--- src/rtl/e_muldiv_seq_pkg.sv ---
// Shared constants for the E-stage multiply/divide unit: op codes,
// FSM state encodings and op-class decode helpers.
package e_muldiv_seq_pkg;

    localparam logic [3:0] OP_NONE  = 4'd0;
    localparam logic [3:0] OP_MULT  = 4'd1;
    localparam logic [3:0] OP_MULTU = 4'd2;
    localparam logic [3:0] OP_DIV   = 4'd3;
    localparam logic [3:0] OP_DIVU  = 4'd4;
    localparam logic [3:0] OP_MADD  = 4'd5;
    localparam logic [3:0] OP_MADDU = 4'd6;
    localparam logic [3:0] OP_MSUB  = 4'd7;
    localparam logic [3:0] OP_MSUBU = 4'd8;
    localparam logic [3:0] OP_MTHI  = 4'd9;
    localparam logic [3:0] OP_MTLO  = 4'd10;
    localparam logic [3:0] OP_MFHI  = 4'd11;
    localparam logic [3:0] OP_MFLO  = 4'd12;

    typedef enum logic [1:0] {
        S_IDLE = 2'd0,
        S_MUL  = 2'd1,
        S_DIV  = 2'd2,
        S_FIX  = 2'd3
    } state_t;

    // Any op that occupies the multiplier path (plain or accumulate).
    function automatic logic is_mul_op(input logic [3:0] o);
        return (o == OP_MULT)  || (o == OP_MULTU) ||
               (o == OP_MADD)  || (o == OP_MADDU) ||
               (o == OP_MSUB)  || (o == OP_MSUBU);
    endfunction

    function automatic logic is_div_op(input logic [3:0] o);
        return (o == OP_DIV) || (o == OP_DIVU);
    endfunction

    // Multiply ops whose operands are treated as two's complement.
    function automatic logic is_signed_mul(input logic [3:0] o);
        return (o == OP_MULT) || (o == OP_MADD) || (o == OP_MSUB);
    endfunction

endpackage

--- src/rtl/e_muldiv_seq_div.sv ---
// Iterative restoring divider on unsigned magnitudes: one quotient bit
// per cycle for WIDTH cycles after load. Sign handling lives in the parent.
module e_div_iter #(
    parameter int WIDTH = 32
) (
    input  logic             clk,
    input  logic             reset,
    input  logic             load,
    input  logic [WIDTH-1:0] dividend,
    input  logic [WIDTH-1:0] divisor,
    output logic [WIDTH-1:0] quo,
    output logic [WIDTH-1:0] rem,
    output logic             last
);

    localparam int CW = $clog2(WIDTH + 1);

    logic          active;
    logic [CW-1:0] cnt;
    logic [WIDTH-1:0] dvs;
    logic [WIDTH:0]   shifted;
    logic [WIDTH:0]   trial;

    // Partial remainder shifted by the next dividend bit, and the trial subtraction.
    always_comb begin
        shifted = {rem, quo[WIDTH-1]};
        trial   = shifted - {1'b0, dvs};
    end

    assign last = active && (cnt == '0);

    // Iteration control: WIDTH steps, the final one flagged by last.
    always_ff @(posedge clk or posedge reset) begin
        if (reset) begin
            active <= 1'b0;
            cnt    <= '0;
        end else if (load) begin
            active <= 1'b1;
            cnt    <= CW'(WIDTH - 1);
        end else if (active) begin
            if (cnt == '0) begin
                active <= 1'b0;
            end else begin
                cnt <= cnt - 1'b1;
            end
        end
    end

    // Datapath: quotient bits shift in from the bottom as dividend bits shift out.
    always_ff @(posedge clk) begin
        if (load) begin
            quo <= dividend;
            rem <= '0;
            dvs <= divisor;
        end else if (active) begin
            if (!trial[WIDTH]) begin
                rem <= trial[WIDTH-1:0];
                quo <= {quo[WIDTH-2:0], 1'b1};
            end else begin
                rem <= shifted[WIDTH-1:0];
                quo <= {quo[WIDTH-2:0], 1'b0};
            end
        end
    end

endmodule

--- src/rtl/e_muldiv_seq.sv ---
// Multi-cycle multiply/divide unit with HI/LO accumulator registers.
// Multiply results are computed at issue and released after MUL_LAT
// busy cycles; divides iterate WIDTH cycles plus one sign-fix cycle.
module e_muldiv_seq
    import e_muldiv_seq_pkg::*;
#(
    parameter int WIDTH   = 32,
    parameter int MUL_LAT = 5
) (
    input  logic             clk,
    input  logic             reset,
    input  logic [3:0]       op,
    input  logic             start,
    input  logic             req,
    input  logic [WIDTH-1:0] rs,
    input  logic [WIDTH-1:0] rt,
    output logic             busy,
    output logic             done,
    output logic [WIDTH-1:0] hilo_out
);

    localparam int CNT_W = 5;

    state_t state, state_nx;

    logic [CNT_W-1:0] cnt;
    logic [WIDTH-1:0] hi, lo;

    logic [3:0]                op_p1;
    logic signed [2*WIDTH-1:0] prod_p1;
    logic [WIDTH-1:0]          rs_p1;
    logic                      neg_q_p1, neg_r_p1, dz_p1;

    logic             can_issue, issue_mul, issue_div, div_signed;
    logic             commit_mul, commit_div;
    logic [WIDTH-1:0] div_quo, div_rem;
    logic             div_last;
    logic [2*WIDTH-1:0] acc, mul_res;

    // Magnitude of v when it is interpreted as signed, otherwise v itself.
    function automatic logic [WIDTH-1:0] mag(input logic [WIDTH-1:0] v, input logic sgn);
        return (sgn && v[WIDTH-1]) ? -v : v;
    endfunction

    // Sign- or zero-extension to the full product width.
    function automatic logic [2*WIDTH-1:0] ext(input logic [WIDTH-1:0] v, input logic sgn);
        return sgn ? {{WIDTH{v[WIDTH-1]}}, v} : {{WIDTH{1'b0}}, v};
    endfunction

    function automatic logic [WIDTH-1:0] cond_neg(input logic [WIDTH-1:0] v, input logic n);
        return n ? -v : v;
    endfunction

    assign busy       = (state != S_IDLE);
    assign can_issue  = start && !req && !busy;
    assign issue_mul  = can_issue && is_mul_op(op);
    assign issue_div  = can_issue && is_div_op(op);
    assign div_signed = (op == OP_DIV);

    // State register.
    always_ff @(posedge clk or posedge reset) begin
        if (reset) begin
            state <= S_IDLE;
        end else begin
            state <= state_nx;
        end
    end

    // Next-state and commit strobes.
    always_comb begin
        state_nx   = state;
        commit_mul = 1'b0;
        commit_div = 1'b0;
        case (state)
            S_IDLE: begin
                if (issue_mul) begin
                    state_nx = S_MUL;
                end else if (issue_div) begin
                    state_nx = S_DIV;
                end
            end
            S_MUL: begin
                if (cnt == '0) begin
                    commit_mul = 1'b1;
                    state_nx   = S_IDLE;
                end
            end
            S_DIV: begin
                if (div_last) begin
                    state_nx = S_FIX;
                end
            end
            S_FIX: begin
                commit_div = 1'b1;
                state_nx   = S_IDLE;
            end
            default: state_nx = S_IDLE;
        endcase
    end

    // Multiply latency counter and the completion pulse.
    always_ff @(posedge clk or posedge reset) begin
        if (reset) begin
            cnt  <= '0;
            done <= 1'b0;
        end else begin
            done <= commit_mul || commit_div;
            if (issue_mul) begin
                cnt <= CNT_W'(MUL_LAT - 1);
            end else if ((state == S_MUL) && (cnt != '0)) begin
                cnt <= cnt - 1'b1;
            end
        end
    end

    // Issue-time operand capture; the product is formed here, once.
    always_ff @(posedge clk) begin
        if (issue_mul || issue_div) begin
            op_p1    <= op;
            rs_p1    <= rs;
            prod_p1  <= $signed(ext(rs, is_signed_mul(op))) * $signed(ext(rt, is_signed_mul(op)));
            neg_q_p1 <= div_signed && (rs[WIDTH-1] ^ rt[WIDTH-1]);
            neg_r_p1 <= div_signed && rs[WIDTH-1];
            dz_p1    <= (rt == '0);
        end
    end

    e_div_iter #(
        .WIDTH(WIDTH)
    ) u_div (
        .clk     (clk),
        .reset   (reset),
        .load    (issue_div),
        .dividend(mag(rs, div_signed)),
        .divisor (mag(rt, div_signed)),
        .quo     (div_quo),
        .rem     (div_rem),
        .last    (div_last)
    );

    // Multiply result, optionally accumulated onto HI/LO as they stand at commit.
    always_comb begin
        acc     = {hi, lo};
        mul_res = prod_p1;
        case (op_p1)
            OP_MADD, OP_MADDU: mul_res = acc + prod_p1;
            OP_MSUB, OP_MSUBU: mul_res = acc - prod_p1;
            default:           mul_res = prod_p1;
        endcase
    end

    // HI/LO: multiply/divide commits and mthi/mtlo writes (never in the same cycle).
    always_ff @(posedge clk or posedge reset) begin
        if (reset) begin
            hi <= '0;
            lo <= '0;
        end else if (commit_mul) begin
            hi <= mul_res[2*WIDTH-1:WIDTH];
            lo <= mul_res[WIDTH-1:0];
        end else if (commit_div) begin
            if (dz_p1) begin
                hi <= rs_p1;
                lo <= '1;
            end else begin
                hi <= cond_neg(div_rem, neg_r_p1);
                lo <= cond_neg(div_quo, neg_q_p1);
            end
        end else if (can_issue && (op == OP_MTHI)) begin
            hi <= rs;
        end else if (can_issue && (op == OP_MTLO)) begin
            lo <= rs;
        end
    end

    // Read port: HI on mfhi, LO on mflo, zero otherwise.
    always_comb begin
        hilo_out = '0;
        if (op == OP_MFHI) begin
            hilo_out = hi;
        end else if (op == OP_MFLO) begin
            hilo_out = lo;
        end
    end

endmodule

--- config.mk ---
export PLATFORM = sky130hd
export DESIGN_NAME = e_muldiv_seq
export DESIGN_NICKNAME = d
export VERILOG_FILES = /design/src/rtl/e_muldiv_seq_pkg.sv /design/src/rtl/e_muldiv_seq_div.sv /design/src/rtl/e_muldiv_seq.sv
export SDC_FILE = /design/constraint.sdc
export NUM_CORES = 2
export LEC_CHECK = 0
export BUFFER_PORTS_ARGS = -buffer_cell sky130_fd_sc_hd__buf_4
export CAP_MARGIN = 10
export CORE_ASPECT_RATIO = 0.9
export CORE_UTILIZATION = 60
export DETAILED_ROUTE_END_ITERATION = 8
export PLACE_DENSITY_LB_ADDON = 0.08
export SLEW_MARGIN = 20
export SYNTH_ARGS = -nofsm -noshare
export SYNTH_HDL_FRONTEND = slang
export SYNTH_SLANG_ARGS = --single-unit
export TNS_END_PERCENT = 30
--- constraint.sdc ---
create_clock -name clk -period 8.7 [get_ports clk]
set_clock_uncertainty 0.1 [all_clocks]
set_input_delay 0.435 -clock clk [delete_from_list [all_inputs] [get_ports clk]]
set_output_delay 0.435 -clock clk [all_outputs]
set_load 0.1 [all_outputs]
# Yosys cells after proc, flatten, opt, wreduce, memory -nomap -nowiden
# Index checks and enable logic that the tools add are counted.
word_totals:
  ff_bits: 278
  elab_cells: 127
classes:
  add_sub_neg: 9
  mul: 1
  n_eq_ne: 24
  muxes: 38
  bitwise: 1
  n_reduce_logical: 38
ops:
  columns: ["operator", "n"]
  rows:
  - ["$mux W32", 18]
  - ["$mux W64", 2]
  - ["$neg A32 Y32", 4]
  - ["$pmux W64 S2", 1]
  - ["$add A64 B64 Y64", 1]
  - ["$mul A64 B64 Y64", 1]
  - ["$sub A64 B64 Y64", 1]
  - ["$sub A33 B32 Y33", 1]
  - ["$logic_not A32 Y1", 1]
  - ["$eq A4 B3 Y1 const B", 7]
  - ["$eq A4 B4 Y1 const B", 6]
  - ["$mux W6", 3]
  - ["$logic_and A1 B1 Y1", 11]
  - ["$logic_or A1 B1 Y1", 10]
  - ["$mux W5", 2]
  - ["$eq A4 B2 Y1 const B", 2]
  - ["$mux W2", 4]
  - ["$pmux W2 S4", 1]
  - ["$mux W1", 7]
  - ["$logic_not A6 Y1", 1]
  - ["$ne A2 B2 Y1 const B", 3]
  - ["$ne A3 B3 Y1 const B", 2]
  - ["$reduce_bool A2 Y1", 3]
  - ["$reduce_bool A3 Y1", 2]
  - ["other kinds (13)", 17]

# Depth between registers and ports, before layout
depth:
  depth_word: 9
  mapped_depth: 38
  mapped_depth_nobuf: 36

# Modules after synthesis
# From an unflattened synthesis, not the netlist that was laid out.
hier_totals:
  hier_cells: 7636
  area_unflattened_um2: 69696.8
by_module_without_submodules:
  columns: ["module", "instances", "cells_per_inst", "area_per_inst_um2", "seq_area_each_um2"]
  rows:
  - ["e_muldiv_seq", 1, 7055, 63688.6, 4894.7]
  - ["e_div_iter", 1, 581, 6008.3, 2737.6]

# Least setup slack after synthesis
# Ideal clock, no wire load.
synth_timing:
  kind: "input to register"
  from: "input port op[1]"
  to: "register prod_p1[62], data pin"
  setup_time_ns: 0.265
  arrival_ns: 9.658
  setup_slack_ns: -1.323
  path_stages: 34
  n_path_buf: 2
  cell_sequence: "nor2b_1 > nor3_1 > clkbuf_1 > and2_1 > clkbuf_1 > nand2_1 > inv_1 > fa_1 > inv_1 > fa_1 > inv_1 > fa_1 > inv_1 > fa_1 > fa_1 > inv_1 > fa_1 > fa_1 > fa_1 > fa_1 > inv_1 > fa_1 > inv_1 > ha_1 > and3_1 > nand3_1 > or3_1 > a211o_1 > a31oi_1 > nand3_1 > a31oi_1 > nand2_1 > o21ai_0 > xor2_1"
synth_via:
  elab_chain_cells: 5
synth_lines:
  columns: ["element", "line", "source"]
  rows:
  - ["start, declared", "e_muldiv_seq.sv:12", "input logic [3:0] op,"]
  - ["$eq A4 B1 Y1 or $eq A4 B3 Y1 (tied branches)", "e_muldiv_seq_pkg.sv:39", "return (o == OP_MULT) || (o == OP_MADD) || (o == OP_MSUB);"]
  - ["$logic_or A1 B1 Y1", "e_muldiv_seq_pkg.sv:39", null]
  - ["$logic_or A1 B1 Y1 (*)", "e_muldiv_seq_pkg.sv:39", null]
  - ["$mux W64", "e_muldiv_seq.sv:47", "return sgn ? {{WIDTH{v[WIDTH-1]}}, v} : {{WIDTH{1'b0}}, v};"]
  - ["$mul A64 B64 Y64 (*)", "e_muldiv_seq.sv:121", "prod_p1 <= $signed(ext(rs, is_signed_mul(op))) * $signed(ext(rt, is_signed_mul(op)));"]
  - ["end signal, assigned", "e_muldiv_seq.sv:121", null]
  - ["end, declared", "e_muldiv_seq.sv:30", "logic signed [2*WIDTH-1:0] prod_p1;"]
# Every way passes the cells marked *; elsewhere a longest branch is shown, timed or not.
# A chain may end at the register's enable or synchronous reset.

# Worst setup path in the final report
layout_timing:
  from: "input port op[1]"
  to: "register prod_p1[56], data pin"
# Same word-level chain as after synthesis.

==> impl_metrics.yaml <==
global_routing:
  antenna_found_initial: 12
  grt.total_usage_pct: 40.1
  grt_pass1_wl_mm: 347
  grt_max_degree: 100
  grt_pass1_vias: 58300
  grt_overflow: 0
synth:
  yosysMostFrequentCell: "inv_1"
  async_flop_share_pct: 28.4
  netlist_top_cells_count: "1666 x inv_1, 1422 x fa_1, 970 x nand2_1, 457 x ha_1, 392 x and2_1"
  synth_top_area_share_pct: 41.5
  yosysTopAreaCell: "fa_1"
  syn_inst: 7557
  synthesis.nets: 9508
  synth_edf_count: 167
  synth_cell_type_count: 77
  ys.flop_type: "edfxtp_1"
  synthTopCellsByArea: "fa_1 42%, inv_1 9.1%, ha_1 8.3%, edfxtp_1 7.3%, nand2_1 5.3%"
  ys.warnings.count: 0
  syn-cell-area_mm2: 0.0686
  yosysSeqAreaShare_pct: 11.1
  ys_seq_elements: 278
  avgSynthCellArea_um2: 9.08
hold_path:
  min_path_type: "in -> reg"
clock_tree:
  htreeDepth: 2
  cts_tree: "done"
  clk_pin_slew_worst_paths_ns: 0.06
  cts_made_buffers: 34
  worstSkewPairLatency_ns: 0.55
  root_buffer: "clkbuf_16"
  cts_sinks: 278
  clockBufferDepth: 3
sta:
  timing.setup.tns_ns: -1.03
  fin_ws_ns: -0.239
  max_freq_mhz: 112
  hold_viol: 0
  timing.slew.headroom_pct: 26.7
  min_period_ns: 8.94
  rsz0062_at_grt: "yes"
  finalMaxSlewViolations: 0
  setup_viol: 10
  fin_crit_sh_pct: 103
  tightest_slew_ns: 1.10
floorplan:
  fp.dieH_um: 323
  rows: 117
  ios: 106
  die_area_mm2: 0.116
  coreArea_mm2: 0.113
  initial_core_util_pct: 60.6
  die_w_um: 358
critical_path:
  cp-start-kind: "input port"
  crit_family: "adder cells"
  critPathKind: "in -> reg"
  critPathCaptureType: "register"
  crit_path_frequent_cell: "fa_1"
  worstPathArrival_ns: 9.13
  cp.required_ns: 8.89
  cpPeakStageDelay_ns: 0.57
  crit_path_top_delay_cell: "fa_1"
  critPathMaxFanout: 5
  cp_num_buf_inv: 8
route:
  route.detailed.wl_per_inst_um: 23.4
  dr.pass1.iters: 6
  num_vias: 55300
  ant_nets: 0
  wl_mm: 224
  drt_iter0_drc: 5047
  drc: 0
  avgViaCountPerCell: 5.77
layout:
  fillers: 9157
  final_layout_size_suffix_gt1_share_pct: 13.7
  nets: 10000
  areaGrowthSynthToFinish_pct: 13.6
placed_design:
  port_buffers: 105
  place_worst_setup_slack_ns: -1.07
  hpwl_mm: 191
  gp_congestion: 0.992
status:
  outcome: "complete, but fails checks"
  violations: "setup timing"
job:
  drv_cap: 0
flip-flops by register name (all words and copies together), names as in the netlist, 2 cells and up:
register / cells
hi: 32
state: 2
cnt: 5
lo: 32
op_p1: 4
u_div.cnt: 6
rs_p1: 32
u_div.quo: 32
prod_p1: 64
u_div.dvs: 32
u_div.rem: 32
cells in the final DEF, fill, tap and decap left out, drive strengths merged, types with 25 or more instances in the layout:
cell type and instances:
a211oi 25, a21o 80, a21oi 297, a22o 34, a31oi 42, and2 394
and3 33, buf 860, clkbuf 47, dfrtp 79, dfxtp 32, edfxtp 167
fa 1422, ha 457, inv 1666, nand2 970, nand2b 30, nand3 45
nand4 25, nor2 256, nor3 49, o211ai 38, o21a 25, o21ai 238
o221ai 27, o31ai 50, xnor2 226, xor2 163
worst paths after layout:
kind	cells past startpoint	end	slack [ns]	start
worst max-delay path	33	prod_p1[56]	-0.24	op[1]
worst min-delay path	2	op_p1[2]	0.15	op[2]
worst max register to register	19	hi[30]	1.75	prod_p1[12]
worst min register to register	2	lo[12]	0.42	lo[12]
max in group asynchronous	4	u_div.active	6.88	reset
min in group asynchronous	3	lo[10]	0.49	reset
through the flow:
stage	instances	util [%]	hold WS [ns]	cell area, µm²
3_5_place_dp	9487	67.1	0.409	75900
5_1_grt	9576	68.8	0.149	77900
4_1_cts	9561	68.4	0.148	77400
6_report	9584	68.8	0.155	77900
2_1_floorplan	7557	-	0.364	68800
3_3_place_gp	9487	67.1	0.401	75900
area by class of cell:
cell class	instances	area (µm²)	share of cell area [%]
multi-input combinational	5221	54000	69.3
inverter	1666	6260	8.03
clock inverter	15	170	0.218
sequential	278	7630	9.80
timing repair buffer	861	7060	9.06
tap	1487	1860	2.39
antenna	9	22.5	0.0289
clock buffer	47	910	1.17
repair_timing:
action | 4_1_cts | 5_1_grt
setup buffers | 10 | 16
hold buffers | 1 | 0
gates cloned | 1 | 0
setup endpoints to repair | 15 | 24
hold endpoints to repair | 37 | 0
gates resized for setup | 85 | 101
pin swaps | 51 | 117
kinds of logic (layout without fill, tap and decap cells):
kind of cell / count (synthesis) / count (layout) / share of synthesized area, %
buffers and inverters: 2059 / 2589 / 11.3
adders and majority gates: 1879 / 1879 / 49.8
muxes: 25 / 25 / 0.369
other: 0 / 9 / 0
xor gates and xnor gates: 389 / 389 / 4.97
AOI/OAI and AO/OA: 1003 / 1003 / 9.31
DFF: 278 / 278 / 11.1
and+or+nand+nor: 1924 / 1925 / 13.1
layer usage:
metal / GRT usage, % / wire, µm / up-vias
li1: - / - / 24200
met1: 52.1 / 86900 / 28100
met2: 65.3 / 104000 / 2405
met3: 7.81 / 21000 / 575
met4: 17.9 / 12500 / 10
met5: 0 / 97 / -
Power is not shown: default switching activity piles up to over one toggle a cycle in this logic, so the estimate is an artifact.
